File: src/rtl/mem_port_arbiter.sv
// mem_port_arbiter: shares one memory port between the fetch stage (IF) and
// the load/store stage (MEM). A granted request is latched and driven to the
// memory for LATENCY cycles. The read data is then returned with a one-cycle
// ready pulse to the requester that owned the access.
// Optional build macro ARB_ROUND_ROBIN_EN: when both stages request at once,
// the stage that did not own the previous access wins. Without the macro,
// MEM always has priority over IF.
module mem_port_arbiter #(
    parameter int ADDR_W  = 32,
    parameter int DATA_W  = 32,
    parameter int LATENCY = 2
) (
    input  logic              clk,
    input  logic              rst,
    input  logic              if_req_i,
    input  logic [ADDR_W-1:0] if_addr_i,
    output logic              if_rdy_o,
    output logic [DATA_W-1:0] if_inst_o,
    input  logic              mem_req_i,
    input  logic              mem_we_i,
    input  logic [ADDR_W-1:0] mem_addr_i,
    input  logic [DATA_W-1:0] mem_data_i,
    output logic              mem_rdy_o,
    output logic [DATA_W-1:0] mem_data_o,
    output logic              ram_ce_o,
    output logic              ram_we_o,
    output logic [ADDR_W-1:0] ram_addr_o,
    output logic [DATA_W-1:0] ram_data_o,
    input  logic [DATA_W-1:0] ram_data_i,
    output logic              stallreq_o
);

    typedef enum logic [1:0] {IDLE, ACCESS, RESP} state_t;

    state_t            state, state_next;
    logic [3:0]        cnt, cnt_next;
    logic              grant;
    logic              grant_mem;
    logic              owner;        // 0 = IF, 1 = MEM
    logic              lat_we;
    logic [ADDR_W-1:0] lat_addr;
    logic [DATA_W-1:0] lat_wdata;
    logic [DATA_W-1:0] if_inst;
    logic [DATA_W-1:0] mem_data;
    logic              in_access;
    logic              in_resp;
    logic              last_beat;

`ifdef ARB_ROUND_ROBIN_EN
    logic last_owner;                // 0 = IF, 1 = MEM

    // Remember who owned the most recent access so a tie goes to the other side
    always_ff @(posedge clk) begin
        if (rst)
            last_owner <= 1'b0;
        else if (grant)
            last_owner <= grant_mem;
    end

    // MEM wins a tie only when IF owned the previous access
    assign grant_mem = mem_req_i & (!if_req_i | !last_owner);
`else
    // Fixed priority: MEM wins any tie
    assign grant_mem = mem_req_i;
`endif

    assign in_access = (state == ACCESS);
    assign in_resp   = (state == RESP);
    assign last_beat = in_access && (cnt == 4'd0);

    // Next-state logic: grant in IDLE, count down the access, one response cycle
    always_comb begin
        state_next = state;
        cnt_next   = cnt;
        grant      = 1'b0;
        case (state)
            IDLE: begin
                if (if_req_i || mem_req_i) begin
                    grant      = 1'b1;
                    state_next = ACCESS;
                    cnt_next   = 4'(LATENCY - 1);
                end
            end
            ACCESS: begin
                if (cnt == 4'd0)
                    state_next = RESP;
                else
                    cnt_next = cnt - 4'd1;
            end
            RESP:    state_next = IDLE;
            default: state_next = IDLE;
        endcase
    end

    // State and access counter registers
    always_ff @(posedge clk) begin
        if (rst) begin
            state <= IDLE;
            cnt   <= 4'd0;
        end else begin
            state <= state_next;
            cnt   <= cnt_next;
        end
    end

    // Capture the winning request; inputs are ignored until the next grant
    always_ff @(posedge clk) begin
        if (rst) begin
            owner     <= 1'b0;
            lat_we    <= 1'b0;
            lat_addr  <= '0;
            lat_wdata <= '0;
        end else if (grant) begin
            owner     <= grant_mem;
            lat_we    <= grant_mem & mem_we_i;
            lat_addr  <= grant_mem ? mem_addr_i : if_addr_i;
            lat_wdata <= grant_mem ? mem_data_i : '0;
        end
    end

    // Sample memory read data into the owner's register on the last access beat;
    // a store leaves the load data register untouched
    always_ff @(posedge clk) begin
        if (rst) begin
            if_inst  <= '0;
            mem_data <= '0;
        end else if (last_beat) begin
            if (!owner)
                if_inst <= ram_data_i;
            else if (!lat_we)
                mem_data <= ram_data_i;
        end
    end

    assign ram_ce_o   = in_access;
    assign ram_we_o   = in_access & lat_we;
    assign ram_addr_o = in_access ? lat_addr  : '0;
    assign ram_data_o = in_access ? lat_wdata : '0;

    assign if_rdy_o   = in_resp & !owner;
    assign mem_rdy_o  = in_resp &  owner;
    assign if_inst_o  = if_inst;
    assign mem_data_o = mem_data;

    // Stall while any active requester is not in its own response cycle
    assign stallreq_o = !rst &
                        ((if_req_i  & !(in_resp & !owner)) |
                         (mem_req_i & !(in_resp &  owner)));

endmodule

File: config.mk
export PLATFORM = sky130hd
export DESIGN_NAME = mem_port_arbiter
export DESIGN_NICKNAME = d
export VERILOG_FILES = /design/src/rtl/mem_port_arbiter.sv
export SDC_FILE = /design/constraint.sdc
export NUM_CORES = 1
export LEC_CHECK = 0
export CAP_MARGIN = 30
export CORE_MARGIN = 1
export CORE_UTILIZATION = 35
export CTS_BUF_LIST = sky130_fd_sc_hd__clkbuf_2 sky130_fd_sc_hd__clkbuf_4 sky130_fd_sc_hd__clkbuf_8
export DETAILED_ROUTE_END_ITERATION = 6
export GPL_TIMING_DRIVEN = 0
export PLACE_DENSITY = 0.69
export REMOVE_ABC_BUFFERS = 1
export SKIP_CTS_REPAIR_TIMING = 1
export SYNTH_ARGS = -nofsm -noshare
export SYNTH_HDL_FRONTEND = slang
export SYNTH_SLANG_ARGS = --single-unit
File: constraint.sdc
create_clock -name clk -period 2.2 [get_ports clk]
set_input_delay 0.33 -clock clk [delete_from_list [all_inputs] [get_ports clk]]
set_output_delay 0.33 -clock clk [all_outputs]
set_load 0.02 [all_outputs]
### After elaboration in Yosys (flattened, before gate mapping)

Cells that the tools add are included.

* bits of input ports: 133
* register bits: 136
* output and inout bits: 133
* logic and storage cells: 49

* add/subtract/negate cells: 1
* reductions and logical operators: 13
* mux-type cells: 12
* bitwise logic cells: 10
* equality and inequality tests: 5

Operators with widths (count)
* 32-bit two-way mux: 4
* 4-bit two-way mux: 2
* 4-bit one-hot mux with 2 select lines: 1
* 1-bit bitwise AND: 7
* 3-bit AND reduction: 2
* 1-bit zero test: 4
* 4-bit zero test: 1
* 2-bit two-way mux: 2
* 2-bit != test, second input constant: 2
* 2-bit one-hot mux with 2 select lines: 1
* 2-bit AND reduction: 2
* 4-bit by 1-bit subtractor with 4-bit output, second input constant: 1
* 2-bit by 1-bit equality test with 1-bit output, second input constant: 1
* 2-bit equality test, second input constant: 1
* 2-bit zero test: 1
* 1-bit two-way mux: 2
* 2-bit by 1-bit != test with 1-bit output, second input constant: 1
* 1-bit inverter: 2
* 2-bit nonzero test: 1
* 1-bit logical AND: 1
* 1-bit logical OR: 1
* 1-bit bitwise OR: 1

### Depth between registers and ports, before layout

Gate-level depths: netlist of run 1.

* depth after elaboration: 6
* depth in mapped cells: 7

### Least setup slack after synthesis of run 1

OpenSTA, ideal clock, no wires.

* path type: reg2out
* start: register state[1]
* end: output ram_data_o[10]
* buffers on the path: 4
* slack: 0.387 ns
* stages on the path, launching flop included: 8
* data arrival time: 1.483 ns
* path through: dfxtp_1 -> clkbuf_1 -> nand2b_1 -> buf_2 -> inv_2 -> buf_2 -> clkbuf_1 -> and2_1

* cells in the longest elaborated chain, start to end: 2

RTL lines
* start, declared: RTL line 35 `state_t state, state_next;`
* start signal, assigned: RTL line 101 `state <= state_next;`
* 2-bit by 1-bit equality test with 1-bit output: RTL line 67 `assign in_access = (state == ACCESS);`
* 32-bit two-way mux: RTL line 138 `assign ram_data_o = in_access ? lat_wdata : '0;`
* end, declared: RTL line 28 `output logic [DATA_W-1:0] ram_data_o,`

No other way between the ends.

### Final worst setup path of run 1

* start: register state[1]
* end: output ram_addr_o[7]

* cells in the longest elaborated chain, start to end: 2

RTL lines
* 2-bit by 1-bit equality test with 1-bit output: RTL line 67
* 32-bit two-way mux: RTL line 137 `assign ram_addr_o = in_access ? lat_addr : '0;`
* end, declared: RTL line 27 `output logic [ADDR_W-1:0] ram_addr_o,`

No other way between the ends.

==> results.txt, run 1 <==
----------------------------------------------------
[Logic synthesis]
  Netlist area before placement ... about 0.0062 mm^2
  Share of the yosys chip area belonging to registers ... approximately 44%
  Syn. warnings ... 0
  Count of flip-flops with a built-in enable after synthesis ... 0
  Flip-flop and latch count after synthesis ... 136
  Number of standard cells after synthesis ... 702
  Average instance area after synthesis ... between 8 and 9 um^2
  Count of cell types in the netlist ... 35
  Synth async-reset ratio ... 0%
  Most used flip-flop cell after synthesis ... sky130_fd_sc_hd__dfxtp_1

[Cells and area]
  Top library cells by usage in the layout, fill and taps aside ... sky130_fd_sc_hd__clkdlybuf4s50_1 (197), sky130_fd_sc_hd__dfxtp_1 (134), sky130_fd_sc_hd__a21oi_1 (101)
  Fraction of final layout cells sized beyond drive strength 1 ... around 8.3%
  Area delta synth->final ... 59.1%
  Net count, final ... about 1100
  Number of diodes added for antenna fixing ... 0
  Core occupancy in the finished layout ... between 50% and 60%
  Final non-filler cell total ... ~1200
  Most common library cell in the layout ignoring fill and taps ... sky130_fd_sc_hd__clkdlybuf4s50_1

[STA]
  Max frequency ... around 470 MHz
  Final clock skew ... around 0.014 ns
  Period utilisation layout ... about 97%
  Final hold violation count ... 0
  Number of setup violations in the final report ... 0
  Min Tclk post-route ... 2.13 ns
  Slew Viols, Final ... 0
  Sum of negative setup slack ... 0 ns
  Transition at the pin with the smallest max-transition slack ... ~0.80 ns
  Slew HR ... around 46%

[Clock tree]
  Number of buffers created by CTS ... 17
  Clk pin slew, worst setup/hold paths ... 0.08 ns
  Root Buffer Master ... sky130_fd_sc_hd__clkbuf_8
  CTS H-Tree Depth ... 4
  Bufs on Longest Clock Path ... 2
  # clock sinks ... roughly 140
  Clock insertion delay at the later pin of the skew report ... between 0.4 and 0.5 ns
  TritonCTS clock tree ... yes

[Routing]
  Vias ... 6058
  Detail Route Antenna Nets ... 0
  Iter 0 DRT Violations ... roughly 260
  Mean routed wirelength per cell ... 16.8 um
  Total wire length ... roughly 20 mm
  Per-cell via count in the routed design ... a little over 5
  DRC violation count after routing ... 0
  Detailed Routing Iterations Pass 1 ... 4

[Worst setup path]
  Beginning of the worst register-to-register path ... cnt[0]
  Kind of critical path ... reg2out
  Kind of end point of the critical path ... output pin
  Required time of the worst setup path ... approximately 1.9 ns
  Crit path max fanout ... 33
  Count of cells along the worst register-to-register path ... 8
  Startpoint type of the worst setup path ... register
  Capture instance of the worst register-to-register path ... if_inst_o[0]
  FF-to-FF setup slack ... ~0.12 ns
  Beginning of the critical path ... state[1]
  Crit path DAT ... around 1.8 ns
  Setup crit end ... ram_addr_o[7]

[Global routing]
  Number of antenna violations at the first check in global routing ... 0
  Maximum number of pins on one net before global-route repair ... 96
  Via count of the first global-routing pass ... approximately 5700
  Fraction of met2 tracks used by global routing ... between 30% and 40%
  Global-route track usage on met3 ... roughly 7.9%
  Wire length of the first global-routing pass ... ~30 mm
  GRT met1 Usage ... between 20 and 30%
  Peak-usage layer in the global routing report ... met2
  GRT Resource Usage Total ... around a fifth
  Total grt overflow ... 0

[Pwr]
  Power per unit of standard cell area ... 701 mW/mm^2
  Max VDD drop ... about 330 uV
  Cell leakage power ... roughly 4.6 nW

[Placement]
  Number of instances in the placed design ... ~1100
  HPWL Detailed ... ~12 mm
  PortBufs ... between 200 and 300
  Final Wtd Congestion ... approximately 0.77

[Floorplan]
  IO Pins ... around 270
  Horizontal die dimension ... ~130 um
  Die Area ... around 0.018 mm^2
  Core Area ... around 0.017 mm^2
  Number of standard-cell rows in the floorplan ... 48
  Floorplan die height ... 135 um
  Initial core utilization ... between 30% and 40%

[Min path]
  Kind of path behind the tightest hold check ... in2reg

[Flow run]
  Total of max-cap violations ... 0

[Run status]
  Result of the run ... complete, no violations

----------------------------------------------------
synthesized netlist by cell type, types with 4 or more instances:
cell type	number	area share [%]
sky130_fd_sc_hd__nand2b_1	65	6.6
sky130_fd_sc_hd__clkbuf_1	50	3.0
sky130_fd_sc_hd__a211oi_1	32	3.9
sky130_fd_sc_hd__nand2_1	34	2.1
sky130_fd_sc_hd__o21ai_0	61	5.0
sky130_fd_sc_hd__nand4_1	32	3.2
sky130_fd_sc_hd__dfxtp_1	136	44
sky130_fd_sc_hd__and2_1	65	6.6
sky130_fd_sc_hd__inv_1	4	0.24
sky130_fd_sc_hd__mux2i_1	64	10
sky130_fd_sc_hd__o21ai_1	5	0.41
sky130_fd_sc_hd__a21oi_1	101	8.2
sky130_fd_sc_hd__buf_2	17	1.4
sky130_fd_sc_hd__nor2_1	5	0.30
state kept, by name, indices dropped and copies added (netlist names):
register    flops
lat_addr       32
state           2
cnt             4
if_inst_o      32
lat_wdata      32
lat_we          1
owner           1
mem_data_o     32
worst min-delay path by stage:
stage,cells past startpoint,from,endpoint
floorplan,1,rst,cnt[1]
finish,2,rst,mem_data_o[4]
detailed placement,2,lat_wdata[15],lat_wdata[15]
CTS,2,rst,mem_data_o[4]
global placement,2,lat_wdata[24],lat_wdata[24]
global route,2,rst,mem_data_o[4]
layout make-up:
cell class                      count  area (um^2)
Fill cell                        1599         7430
Tap cell                          225          282
Clock buffer                       19          255
Inverter                            5         31.3
Multi-Input combinational cell    491         3150
Sequential cell                   136         2730
Timing Repair inverter              1         8.76
Timing Repair Buffer              292         3210
Clock inverter                     13          144
where the power goes:
part           total (mW)  leakage, nW  switching [mW]  internal, mW
Clock                2.11        0.193            1.05          1.06
Sequential           2.79         1.11           0.112          2.68
Combinational        1.97         3.32            1.04         0.924
Total                6.87         4.63            2.21          4.66
critical path, stage by stage, from the launching register on:
cell,delay [ns]
sky130_fd_sc_hd__dfxtp_4,0.40
sky130_fd_sc_hd__nand2b_4,0.19
sky130_fd_sc_hd__clkinv_8,0.15
sky130_fd_sc_hd__buf_16,0.20
sky130_fd_sc_hd__and2_1,0.18
sky130_fd_sc_hd__dlymetal6s2s_1,0.20
layer usage:
layer | routed length, um | vias to the layer above | part of all wire [%]
met3 | 1590 | 7 | 8.0
met4 | 109 | 0 | 0.55
li1 | - | 2954 | -
met2 | 9580 | 214 | 48
met1 | 8530 | 2883 | 43
met5 | 0 | - | 0
stage by stage:
stage	setup slack, ns	total power [mW]	hold WS [ns]	cell area [um^2]
floorplan	-0.792	3.68	0.399	5830
global placement	-3.99	4.56	0.454	8770
detailed placement	-0.836	4.70	0.459	9060
CTS	-1.08	6.83	0.323	9460
global route	-0.0202	7.24	0.356	9800
finish	0.0672	6.87	0.353	9800
logic make-up (layout without fill, tap and decap cells):
logic type | after synthesis | in the layout | synth area share [%]
buf+inv | 76 | 330 | 5.64
simple gates | 219 | 220 | 21.1
compound gates | 205 | 205 | 18.2
fa+ha+maj | 2 | 2 | 0.406
mux | 64 | 64 | 10.4
flops | 136 | 136 | 44.2
Power figures use the tool's default switching activity.
==> inputs of run 2 (changes only) <==
- CTS_CLUSTER_DIAMETER: default -> 80
- SLEW_MARGIN: default -> 20
==> results.txt, run 2 (same netlist as run 1, synthesis figures left out) <==
----------------------------------------------------
[Cells and area]
  Most common library cell in the layout ignoring fill and taps ... sky130_fd_sc_hd__clkdlybuf4s50_1 (unchanged)
  Top library cells by usage in the layout, fill and taps aside ... sky130_fd_sc_hd__clkdlybuf4s50_1 (197), sky130_fd_sc_hd__dfxtp_1 (133), sky130_fd_sc_hd__a21oi_1 (101) (was sky130_fd_sc_hd__clkdlybuf4s50_1 (197), sky130_fd_sc_hd__dfxtp_1 (134), sky130_fd_sc_hd__a21oi_1 (101))
  Final non-filler cell total ... 1182 (unchanged)
  Number of filler instances in the final layout ... 1581 (was 1599)
  Non-Filler Cell Area, Final ... 0.00973 mm^2 (was 0.00980 mm^2)
  Number of diodes added for antenna fixing ... 0 (unchanged)
  Core occupancy in the finished layout ... 56.5% (was 56.9%)
  Fraction of final layout cells sized beyond drive strength 1 ... 9.93% (was 8.25%)
  Net count, final ... 1079 (unchanged)
  Area delta synth->final ... 57.9% (was 59.1%)

[STA]
  Min Tclk post-route ... 2.13 ns (about the same)
  Slew Viols, Final ... 0 (unchanged)
  Period utilisation layout ... 96.7% (was 96.9%)
  Final clock skew ... 0.0148 ns (was 0.0140 ns)
  Slew HR ... 46.8% (was 46.3%)
  Sum of negative setup slack ... 0 ns (unchanged)
  Final hold violation count ... 0 (unchanged)
  Max frequency ... 470 MHz (was 469 MHz)
  Number of setup violations in the final report ... 0 (unchanged)
  Transition at the pin with the smallest max-transition slack ... 0.797 ns (was 0.805 ns)

[Worst setup path]
  FF-to-FF setup slack ... 0.15 ns (was 0.12 ns)
  Startpoint type of the worst setup path ... register (unchanged)
  Count of cells along the worst register-to-register path ... 8 (unchanged)
  Setup crit end ... ram_addr_o[5] (was ram_addr_o[7])
  Crit path max fanout ... 33 (unchanged)
  Beginning of the worst register-to-register path ... cnt[0] (unchanged)
  Kind of critical path ... reg2out (unchanged)
  Capture instance of the worst register-to-register path ... if_inst_o[22] (was if_inst_o[0])
  Crit path DAT ... 1.80 ns (about the same)
  Required time of the worst setup path ... 1.87 ns (about the same)
  Beginning of the critical path ... state[1] (unchanged)
  Kind of end point of the critical path ... output pin (unchanged)

[Pwr]
  Max VDD drop ... 325 uV (was 333 uV)
  Power per unit of standard cell area ... 710 mW/mm^2 (was 701 mW/mm^2)
  Cell leakage power ... 4.41 nW (was 4.63 nW)
  Pwr Total ... 6.91 mW (was 6.87 mW)

[Floorplan]
  Initial core utilization ... 35.8% (unchanged)
  Floorplan die height ... 135 um (unchanged)
  Horizontal die dimension ... 135 um (unchanged)
  Die Area ... 0.0181 mm^2 (unchanged)
  Number of standard-cell rows in the floorplan ... 48 (unchanged)
  Core Area ... 0.0172 mm^2 (unchanged)
  IO Pins ... 266 (unchanged)

[Routing]
  Total wire length ... 19.5 mm (was 19.8 mm)
  Iter 0 DRT Violations ... 263 (was 256)
  Per-cell via count in the routed design ... 5.02 (was 5.13)
  Detailed Routing Iterations Pass 1 ... 4 (unchanged)
  Detail Route Antenna Nets ... 0 (unchanged)
  Vias ... 5931 (was 6058)
  Mean routed wirelength per cell ... 16.5 um (was 16.8 um)
  DRC violation count after routing ... 0 (unchanged)

[Global routing]
  Total grt overflow ... 0 (unchanged)
  Via count of the first global-routing pass ... 5630 (was 5728)
  Maximum number of pins on one net before global-route repair ... 96 (unchanged)
  GRT Resource Usage Total ... 20.8% (was 21.0%)
  Number of antenna violations at the first check in global routing ... 0 (unchanged)
  Wire length of the first global-routing pass ... 29.6 mm (was 30.0 mm)

[Clock tree]
  Number of buffers created by CTS ... 17 (unchanged)
  Root Buffer Master ... sky130_fd_sc_hd__clkbuf_8 (unchanged)
  # clock sinks ... 136 (unchanged)
  CTS H-Tree Depth ... 4 (unchanged)
  Bufs on Longest Clock Path ... 2 (unchanged)
  Clock insertion delay at the later pin of the skew report ... 0.45 ns (about the same)
  TritonCTS clock tree ... yes (unchanged)
  Clk pin slew, worst setup/hold paths ... 0.09 ns (was 0.08 ns)

[Placement]
  PortBufs ... 265 (unchanged)
  HPWL Detailed ... 12.2 mm (was 12.4 mm)
  Number of instances in the placed design ... 1134 (was 1135)
  Final Wtd Congestion ... 0.767 (unchanged)
  Post-Place Cell Area ... 0.00904 mm^2 (was 0.00906 mm^2)

[Run status]
  Result of the run ... complete, no violations (unchanged)

[Min path]
  Kind of path behind the tightest hold check ... in2reg (unchanged)

[Flow run]
  Total of max-cap violations ... 0 (unchanged)

----------------------------------------------------
run 2: cell count changes in the layout (fill, tap and decap cells not counted), moves of 2 or more:
cell                             before  now
sky130_fd_sc_hd__dlymetal6s2s_1      65   51
sky130_fd_sc_hd__nor2_4               1    3
sky130_fd_sc_hd__nor2_2               2    0
sky130_fd_sc_hd__clkbuf_8            18   20
sky130_fd_sc_hd__buf_8                6    4
sky130_fd_sc_hd__clkbuf_2             1   15
sky130_fd_sc_hd__clkbuf_4             2    0
sky130_fd_sc_hd__buf_12               0    3
sky130_fd_sc_hd__buf_16               6    4
run 2: final cells by class:
| cell class | instances | area (um^2) | share of cell area (%) |
|---|---|---|---|
| Clock inverter | 12 | 140 | 1.44 |
| Tap cell | 225 | 282 | 2.89 |
| Sequential cell | 136 | 2730 | 28.1 |
| Clock buffer | 20 | 275 | 2.83 |
| Timing Repair inverter | 1 | 11.3 | 0.116 |
| Inverter | 5 | 45.0 | 0.463 |
| Timing Repair Buffer | 292 | 3080 | 31.7 |
| Multi-Input combinational cell | 491 | 3170 | 32.5 |
run 2: worst min-delay path by stage:
| stage | depth (start not counted) | endpoint | startpoint |
|---|---|---|---|
| CTS | 2 | mem_data_o[4] | rst |
| detailed placement | 2 | lat_wdata[14] | lat_wdata[14] |
| global placement | 2 | lat_wdata[24] | lat_wdata[24] |
| floorplan | 1 | cnt[1] | rst |
| finish | 2 | mem_data_o[4] | rst |
| global route | 2 | mem_data_o[14] | rst |
run 2: power breakdown:
part	internal, mW	leakage [nW]	switching [mW]
Clock	1.11	0.202	1.05
Sequential	2.68	1.11	0.114
Combinational	0.909	3.09	1.04
Total	4.70	4.41	2.21
run 2: per-layer routing:
| metal | global-route usage, % | vias up | routed length, um |
|---|---|---|---|
| met5 | 0 | - | 0 |
| met1 | 25.3 | 2755 | 8450 |
| met4 | 7.05 | 0 | 252 |
| met2 | 34.0 | 206 | 9200 |
| li1 | - | 2954 | - |
| met3 | 7.55 | 16 | 1570 |
run 2: critical path: stages (launching register included):
cell                             delay (ns)
sky130_fd_sc_hd__dfxtp_4               0.40
sky130_fd_sc_hd__nand2b_4              0.26
sky130_fd_sc_hd__clkinv_16             0.11
sky130_fd_sc_hd__buf_16                0.18
sky130_fd_sc_hd__and2_1                0.18
sky130_fd_sc_hd__dlymetal6s2s_1        0.20
run 2: stage by stage:
step | worst slack (ns) | hold WS, ns
after floorplan | -0.792 | 0.399
after global placement | -3.99 | 0.454
after detailed placement | -0.639 | 0.460
final | 0.0716 | 0.351
after global routing | -0.00670 | 0.372
after CTS | -1.14 | 0.329
